==> src/rtl/fpu_iter_multiplier_if.sv <==
// Operand/result handshake bundle for fpu_iter_multiplier.
// master drives operands and consumes results; slave is the multiplier.
interface fpu_iter_multiplier_if #(
    parameter int WIDTH = 24
);
    logic [WIDTH-1:0]   mulIn1;
    logic [WIDTH-1:0]   mulIn2;
    logic               inValid;
    logic               inReady;
    logic               flush;
    logic [2*WIDTH-1:0] mulOut;
    logic               outValid;
    logic               outReady;
    logic               busy;

    modport master (
        output mulIn1, mulIn2, inValid, flush, outReady,
        input  inReady, mulOut, outValid, busy
    );

    modport slave (
        input  mulIn1, mulIn2, inValid, flush, outReady,
        output inReady, mulOut, outValid, busy
    );
endinterface

==> src/rtl/fpu_iter_multiplier.sv <==
// Iterative unsigned multiplier retiring RADIX_BITS multiplier bits per cycle.
// Optional early termination on an exhausted multiplier: macro FPU_MUL_EARLY_TERM_EN.
module fpu_iter_multiplier #(
    parameter int WIDTH      = 24,
    parameter int RADIX_BITS = 4
) (
    input  logic                  clock,
    input  logic                  resetN,
    fpu_iter_multiplier_if.slave  bus
);
    localparam int OUTWIDTH = 2 * WIDTH;
    localparam int ITERS    = (WIDTH + RADIX_BITS - 1) / RADIX_BITS;
    localparam int PADW     = ITERS * RADIX_BITS;
    localparam int PPW      = WIDTH + RADIX_BITS;
    localparam int CNTW     = (ITERS > 1) ? $clog2(ITERS) : 1;
    localparam int SHW      = $clog2(OUTWIDTH) + 1;

    typedef enum logic [1:0] {
        ST_IDLE = 2'd0,
        ST_COMP = 2'd1,
        ST_DONE = 2'd2
    } state_t;

    state_t               state_r;
    state_t               state_nxt_s;
    logic [WIDTH-1:0]     mcand_r;
    logic [PADW-1:0]      mplier_r;
    logic [OUTWIDTH-1:0]  acc_r;
    logic [CNTW-1:0]      count_r;
    logic [OUTWIDTH-1:0]  mul_out_r;
    logic                 out_valid_r;
    logic                 busy_r;

    logic                 accept_s;
    logic                 step_s;
    logic                 last_s;
    logic [RADIX_BITS-1:0] digit_s;
    logic [PPW-1:0]       pp_s;
    logic [SHW-1:0]       shamt_s;
    logic [OUTWIDTH-1:0]  pp_ext_s;
    logic [OUTWIDTH-1:0]  acc_sum_s;
    logic [PADW-1:0]      mplier_shift_s;

    // The top digit may be partial; zero padding of mplier_r keeps it exact,
    // and every partial sum is bounded by the final product so OUTWIDTH never overflows.
    assign digit_s        = mplier_r[RADIX_BITS-1:0];
    assign pp_s           = PPW'(mcand_r) * PPW'(digit_s);
    assign shamt_s        = SHW'(count_r) * SHW'(RADIX_BITS);
    assign pp_ext_s       = OUTWIDTH'(pp_s) << shamt_s;
    assign acc_sum_s      = acc_r + pp_ext_s;
    assign mplier_shift_s = mplier_r >> RADIX_BITS;

`ifdef FPU_MUL_EARLY_TERM_EN
    assign last_s = (mplier_shift_s == {PADW{1'b0}}) || (count_r == CNTW'(ITERS - 1));
`else
    assign last_s = (count_r == CNTW'(ITERS - 1));
`endif

    assign bus.inReady  = (state_r == ST_IDLE) | ((state_r == ST_DONE) & bus.outReady);
    assign bus.mulOut   = mul_out_r;
    assign bus.outValid = out_valid_r;
    assign bus.busy     = busy_r;

    // State register.
    always_ff @(posedge clock or negedge resetN) begin
        if (!resetN) begin
            state_r <= ST_IDLE;
        end else begin
            state_r <= state_nxt_s;
        end
    end

    // Next-state and datapath strobes; flush overrides any acceptance or step.
    always_comb begin
        state_nxt_s = state_r;
        accept_s    = 1'b0;
        step_s      = 1'b0;
        if (bus.flush) begin
            state_nxt_s = ST_IDLE;
        end else begin
            case (state_r)
                ST_IDLE: begin
                    if (bus.inValid) begin
                        state_nxt_s = ST_COMP;
                        accept_s    = 1'b1;
                    end else begin
                        state_nxt_s = ST_IDLE;
                    end
                end
                ST_COMP: begin
                    step_s = 1'b1;
                    if (last_s) begin
                        state_nxt_s = ST_DONE;
                    end else begin
                        state_nxt_s = ST_COMP;
                    end
                end
                ST_DONE: begin
                    if (bus.outReady) begin
                        if (bus.inValid) begin
                            state_nxt_s = ST_COMP;
                            accept_s    = 1'b1;
                        end else begin
                            state_nxt_s = ST_IDLE;
                        end
                    end else begin
                        state_nxt_s = ST_DONE;
                    end
                end
                default: begin
                    state_nxt_s = ST_IDLE;
                end
            endcase
        end
    end

    // Operand latch and shift-add accumulation.
    always_ff @(posedge clock or negedge resetN) begin
        if (!resetN) begin
            mcand_r  <= {WIDTH{1'b0}};
            mplier_r <= {PADW{1'b0}};
            acc_r    <= {OUTWIDTH{1'b0}};
            count_r  <= {CNTW{1'b0}};
        end else if (accept_s) begin
            mcand_r  <= bus.mulIn1;
            mplier_r <= PADW'(bus.mulIn2);
            acc_r    <= {OUTWIDTH{1'b0}};
            count_r  <= {CNTW{1'b0}};
        end else if (step_s) begin
            acc_r    <= acc_sum_s;
            mplier_r <= mplier_shift_s;
            count_r  <= count_r + CNTW'(1'b1);
        end else begin
            acc_r    <= acc_r;
            mplier_r <= mplier_r;
            count_r  <= count_r;
        end
    end

    // Registered result and status; mulOut only changes when a product completes.
    always_ff @(posedge clock or negedge resetN) begin
        if (!resetN) begin
            mul_out_r   <= {OUTWIDTH{1'b0}};
            out_valid_r <= 1'b0;
            busy_r      <= 1'b0;
        end else begin
            if (step_s && last_s) begin
                mul_out_r <= acc_sum_s;
            end else begin
                mul_out_r <= mul_out_r;
            end
            out_valid_r <= (state_nxt_s == ST_DONE);
            busy_r      <= (state_nxt_s == ST_COMP);
        end
    end
endmodule

==> src/flat_wrapper.sv <==
// flat-port wrapper written by rule: the top's interface ports become plain ports
module fpu_iter_multiplier_flat 
#(
    parameter int WIDTH      = 24,
    parameter int RADIX_BITS = 4
)
  (clock, resetN, bus_mulIn1, bus_mulIn2, bus_inValid, bus_flush, bus_outReady, bus_inReady, bus_mulOut, bus_outValid, bus_busy);
  fpu_iter_multiplier_if #(.WIDTH(WIDTH)) bus_i ();
  input  logic clock;
  input  logic resetN;
  input wire logic [$bits(bus_i.mulIn1)-1:0] bus_mulIn1;
  input wire logic [$bits(bus_i.mulIn2)-1:0] bus_mulIn2;
  input wire logic [$bits(bus_i.inValid)-1:0] bus_inValid;
  input wire logic [$bits(bus_i.flush)-1:0] bus_flush;
  input wire logic [$bits(bus_i.outReady)-1:0] bus_outReady;
  output wire logic [$bits(bus_i.inReady)-1:0] bus_inReady;
  output wire logic [$bits(bus_i.mulOut)-1:0] bus_mulOut;
  output wire logic [$bits(bus_i.outValid)-1:0] bus_outValid;
  output wire logic [$bits(bus_i.busy)-1:0] bus_busy;
  assign bus_i.mulIn1 = bus_mulIn1;
  assign bus_i.mulIn2 = bus_mulIn2;
  assign bus_i.inValid = bus_inValid;
  assign bus_i.flush = bus_flush;
  assign bus_i.outReady = bus_outReady;
  assign bus_inReady = bus_i.inReady;
  assign bus_mulOut = bus_i.mulOut;
  assign bus_outValid = bus_i.outValid;
  assign bus_busy = bus_i.busy;
  fpu_iter_multiplier #(.WIDTH(WIDTH), .RADIX_BITS(RADIX_BITS)) u_core (.clock(clock), .resetN(resetN), .bus(bus_i));
endmodule
==> config.mk <==
export PLATFORM = sky130hd
export DESIGN_NAME = fpu_iter_multiplier_flat
export DESIGN_NICKNAME = d
export VERILOG_FILES = /design/src/rtl/fpu_iter_multiplier_if.sv /design/src/rtl/fpu_iter_multiplier.sv /design/src/flat_wrapper.sv
export SDC_FILE = /design/constraint.sdc
export NUM_CORES = 1
export LEC_CHECK = 0
export ABC_AREA = 1
export CAP_MARGIN = 20
export CORE_ASPECT_RATIO = 1.25
export CORE_MARGIN = 2
export CORE_UTILIZATION = 45
export DETAILED_ROUTE_END_ITERATION = 7
export PLACE_DENSITY = 0.67
export SLEW_MARGIN = 20
export SYNTH_ARGS = -nofsm -noshare
export SYNTH_HDL_FRONTEND = slang
export SYNTH_SLANG_ARGS = --single-unit
==> constraint.sdc <==
create_clock -name clock -period 5.1 [get_ports clock]
set_clock_uncertainty 0.05 [all_clocks]
set_input_delay 0.765 -clock clock [delete_from_list [all_inputs] [get_ports clock]]
set_output_delay 0.765 -clock clock [all_outputs]
set_load 0.05 [all_outputs]
Word-level counts from Yosys, hierarchy flattened:

Cells that the tools add are included.
W data, S select, Z words.

* add/sub/neg operators: 2
* eq/ne operators: 5
* multipliers: 1
* reductions and logical operators: 3
* shifts and indexed selects: 1
* muxes and demuxes: 17
* bitwise operators: 2

Operators with widths (count)
* $mux W48: 2
* $add A48 B48 Y48: 1
* $mux W24: 2
* $shl A28 B5 Y48: 1
* $mul A24 B4 Y28: 1
* $mux W1: 6
* $mux W2: 3
* $mux W3: 2
* $pmux W2 S3: 1
* $eq A2 B1 Y1 const B: 2
* $eq A2 B2 Y1 const B: 2
* $add A3 B1 Y3 const B: 1
* $eq A3 B3 Y1 const B: 1
* $logic_not A2 Y1: 1
* $pmux W1 S2: 1
* $reduce_bool A2 Y1: 1
* $and A1 B1 Y1: 1
* $logic_and A1 B1 Y1: 1
* $or A1 B1 Y1: 1

* input port bits: 53
* bits in registers: 151
* logic and storage cells: 39

Depth between registers and ports, before layout:

Gate-level depths: netlist of the first run.

* depth in word-level cells: 5
* gate-level depth with buffers: 38
* mapped depth without buffers: 36

Least setup slack after synthesis of the first run:

OpenSTA, ideal clock, no wires.

* kind: reg2reg
* start point: register u_core.mplier_r[3]
* end point: register u_core.mul_out_r[41], in the netlist u_core.bus.mulOut[41]
* library setup time: 118 ps
* data arrival time: 5037 ps
* path slack: -105 ps
* data required time: 4932 ps
* period minus slack after synthesis: 5205 ps
* stages on the path, launching flop included: 30
* path through: dfrtp_1 > clkbuf_1 > clkbuf_1 > nand2_1 > fa_1 > fa_1 > fa_1 > inv_1 > nand3_1 > nand2_2 > a21oi_4 > o21bai_4 > nand3_1 > nand3_1 > xor2_1 > inv_1 > nand2_1 > nand3_1 > nand3_1 > nand2_1 > ha_1 > a21o_1 > a31oi_1 > o21ai_0 > a21oi_2 > nand3_1 > a21o_1 > or2_1 > nand3_1 > nand2_1

* word-level cells in the longest chain between the ends: 3

RTL lines
* start, declared: line fpu_iter_multiplier.sv:27 `logic [PADW-1:0] mplier_r;`
* start signal, assigned: line fpu_iter_multiplier.sv:121 `mplier_r <= {PADW{1'b0}};`
* start signal, assigned: line fpu_iter_multiplier.sv:126 `mplier_r <= PADW'(bus.mulIn2);`
* start signal, assigned: line fpu_iter_multiplier.sv:131 `mplier_r <= mplier_shift_s;`
* $mul A24 B4 Y28: line fpu_iter_multiplier.sv:47 `assign pp_s = PPW'(mcand_r) * PPW'(digit_s);`
* $shl A28 B5 Y48: line fpu_iter_multiplier.sv:49 `assign pp_ext_s = OUTWIDTH'(pp_s) << shamt_s;`
* $add A48 B48 Y48: line fpu_iter_multiplier.sv:50 `assign acc_sum_s = acc_r + pp_ext_s;`
* end signal, assigned: line fpu_iter_multiplier.sv:143 `mul_out_r <= {OUTWIDTH{1'b0}};`
* end signal, assigned: line fpu_iter_multiplier.sv:148 `mul_out_r <= acc_sum_s;`
* end signal, assigned: line fpu_iter_multiplier.sv:150 `mul_out_r <= mul_out_r;`
* end, declared: line fpu_iter_multiplier.sv:30 `logic [OUTWIDTH-1:0] mul_out_r;`

Every way passes these cells.
A chain may end at the register's enable or synchronous reset.

Worst setup path after layout of the first run:

* start point: register u_core.mplier_r[3]
* end point: register u_core.acc_r[40]

* word-level cells in the longest chain between the ends: 5

RTL lines
* $mul A24 B4 Y28: line fpu_iter_multiplier.sv:47
* $shl A28 B5 Y48: line fpu_iter_multiplier.sv:49
* $add A48 B48 Y48: line fpu_iter_multiplier.sv:50
* $mux W48: line fpu_iter_multiplier.sv:129 `end else if (step_s) begin`
* $mux W48: line fpu_iter_multiplier.sv:124 `end else if (accept_s) begin`
* end signal, assigned: line fpu_iter_multiplier.sv:127 `acc_r <= {OUTWIDTH{1'b0}};`
* end signal, assigned: line fpu_iter_multiplier.sv:130 `acc_r <= acc_sum_s;`
* end signal, assigned: line fpu_iter_multiplier.sv:134 `acc_r <= acc_r;`
* end, declared: line fpu_iter_multiplier.sv:28 `logic [OUTWIDTH-1:0] acc_r;`

Every way passes these cells. The select of a mux whose other input is x is not followed.

==> flow_summary.ini, run 1 <==
[final_layout]
drive_above_1_share_pct = 29.0
final_cells = 2852
final_nets = 2617
most-common-layout-cells = 603 x nand2_1, 363 x buf_4, 292 x inv_1
antenna_cells = 0
area_growth_pct = 45.4
fill_cells = 2627
final_common_cell = nand2_1
final_core_util_pct = 66.0

[setup_path]
crit_buf_inv = 11
cp_top_family = adder cells
critical_path.endpoint_type = flip-flop
start_kind = flip-flop
rrSetupSlack_ns = -0.57
crit_top_cell = nand2_1
regToRegStartpoint = u_core.mplier_r[3]$_DFFE_PN0P_
worst-path-stages = 35
cp_max_fo = 22
cp-startpoint = u_core.mplier_r[3]$_DFFE_PN0P_
criticalPathCategory = flip-flop to flip-flop
crit_arrival_ns = 6.01
slowest_stage = fa_1
max_stage_delay_ns = 0.53
rr_worst_depth = 35
crit_required_ns = 5.45
reg2reg_to = u_core.acc_r[40]$_DFFE_PN0P_

[timing]
fmax_mhz = 176
setup_viol = 70
finalHoldViolations = 0
worst_slew_pin_slew_ns = 0.731
fin_crit_ns = 5.67
timing.final.crit_share_pct = 111
fin_ws_ns = -0.566
rsz0062_at_grt = yes
slew_viol_final = 0
hold_slack_ns = 0.215
relSlewSlack_pct = 51.3

[global_route]
grt_usage_pct = 30.3
antenna_found_initial = 0
grt_pass1_vias = 14800
grt_pass1_wl_um = 75200
grt_overflow = 0
grt_max_degree = 60

[pwr]
irDropWorstVdd_mv = 0.324
p_leak_nw = 10.3
powerDensity_nw_per_um2 = 634

[cts]
clk_path_buf_depth = 2
clock-sinks = 151
cts_tree = done
clk_pin_slew_ns = 0.07
clock_latency_ns = 0.47
cts.htree.levels = 4
clockRootBuffer = clkbuf_16
cts_inserted_buffers = 17

[routing]
antenna_left = 0
wl_um = 47800
drc = 0
viasPerCell = 5.19
wl_per_cell_um = 16.7
first_pass_iters = 7
drtIter0Drc = 841
vias = 14800

[logic_synthesis]
synth-edff-count = 0
synth_async_sr_flop_share_pct = 100
yosysWarningCount = 0
syn_inst = 2009
syn_nets = 2188
seq_area_frac_synth_pct = 27.8
avgSynthCellArea_um2 = 6.76
syn_area_um2 = 13600
synth_cell_type_count = 55
synth_seq_cells = 151
synthFlopType = dfrtp_1

[die]
core_region_area_um2 = 29900
dieWidth_um = 159
ioPinCount = 104
start_util_pct = 45.4
die_h_um = 198
num_rows = 71
die_area_um2 = 31600

[placed_design]
dp_hpwl_um = 37100
io_buffers = 103
gp_congestion = 1.00
post-place-ws_ns = -1.04
dpl.cell_count = 2794

[job]
drv_cap = 0

[min_path]
hold_class = input port to asynchronous set/reset pin

[status]
violations = setup timing
status = complete, but fails checks
## flip-flops by register name, indices dropped and copies added (netlist names)
register             count
u_core.count_r           3
u_core.bus.busy          1
u_core.bus.outValid      1
u_core.acc_r            48
u_core.bus.mulOut       48
u_core.state_r           2
u_core.mcand_r          24
u_core.mplier_r         24
## how the worst max path moves through the flow
stage                                        end  slack (ns)
5_1_grt        u_core.bus.mulOut[32]$_DFFE_PN0P_       -0.88
6_report            u_core.acc_r[40]$_DFFE_PN0P_       -0.57
4_1_cts        u_core.bus.mulOut[30]$_DFFE_PN0P_       -0.52
3_3_place_gp        u_core.acc_r[30]$_DFFE_PN0P_       -0.95
3_5_place_dp   u_core.bus.mulOut[30]$_DFFE_PN0P_       -1.04
2_1_floorplan  u_core.bus.mulOut[41]$_DFFE_PN0P_        0.01
## per-stage QoR
step	setup TNS [ns]	instance area [µm²]	total power, W
2_1_floorplan	0	13600	0.00575
3_3_place_gp	-48.00	17500	0.00919
3_5_place_dp	-52.68	17500	0.00932
4_1_cts	-24.58	19000	0.0117
5_1_grt	-48.53	19800	0.0134
6_report	-26.20	19800	0.0125
## layout make-up
type / instances / area (µm²) / share of cell area (%)
Tap cell: 401 / 502 / 2.54
Multi-Input combinational cell: 1486 / 9810 / 49.6
Timing Repair Buffer: 474 / 3880 / 19.6
Sequential cell: 151 / 3780 / 19.1
Clock buffer: 17 / 425 / 2.15
Clock inverter: 15 / 209 / 1.06
Inverter: 308 / 1160 / 5.85
## cells in the mapped netlist, types with 4 or more instances
| cell | number | area (µm²) |
|---|---|---|
| a21o_1 | 13 | 97.6 |
| a21oi_1 | 65 | 325 |
| a21oi_2 | 12 | 105 |
| a22oi_1 | 7 | 52.6 |
| a31oi_1 | 36 | 225 |
| a32o_1 | 4 | 40.0 |
| and3_1 | 6 | 37.5 |
| buf_1 | 4 | 15.0 |
| buf_2 | 19 | 95.1 |
| clkbuf_1 | 41 | 154 |
| dfrtp_1 | 151 | 3780 |
| fa_1 | 45 | 901 |
| ha_1 | 81 | 1010 |
| inv_1 | 302 | 1130 |
| inv_2 | 4 | 15.0 |
| nand2_1 | 645 | 2420 |
| nand2_2 | 11 | 68.8 |
| nand3_1 | 136 | 681 |
| nand3_2 | 9 | 90.1 |
| nand3b_1 | 18 | 135 |
| nand4_1 | 10 | 62.6 |
| nor2_1 | 144 | 541 |
| nor2_2 | 8 | 50.1 |
| nor3_1 | 18 | 90.1 |
| o211ai_1 | 5 | 37.5 |
| o21a_1 | 5 | 37.5 |
| o21ai_0 | 96 | 480 |
| o21ai_1 | 11 | 55.1 |
| o21bai_1 | 17 | 128 |
| o21bai_2 | 4 | 45.0 |
| o31ai_1 | 6 | 45.0 |
| or2_1 | 12 | 75.1 |
| or2_2 | 4 | 25.0 |
| xnor2_1 | 11 | 96.3 |
| xor2_1 | 18 | 158 |
## report_power, final
group | internal (W) | switching [W] | total (W)
clock | 0.000792 | 0.000618 | 0.00141
combinational | 0.00418 | 0.00522 | 0.00940
sequential | 0.00147 | 0.000237 | 0.00171
## per-layer routing
layer	vias up	track usage, %	part of all wire, %
met5	-	0	0
met4	0	14.5	4.9
met3	115	3.41	3.3
met2	367	56.4	52
met1	7042	34.6	40
li1	7269	-	-
## kinds of logic after synthesis
group	after synthesis	share of synthesized area (%)
compound gates	304	13.9
xor+xnor	29	1.87
fa+ha+maj	126	14.1
buf+inv	372	10.5
flops	151	27.8
simple gates	1027	31.9
## what timing repair did
item	in CTS	in global routing
pin swaps	28	40
setup endpoints to repair	82	84
hold buffers	0	0
gates resized for setup	180	152
setup buffers	16	10
endpoints found under the hold margin	0	0
Power figures use the tool's default switching activity.
==> run 2: changes to the inputs <==
CTS_CLUSTER_SIZE = 30   (was not set)
==> results of run 2 <==
No change in the layout: final DEF, timing and power equal those of run 1.
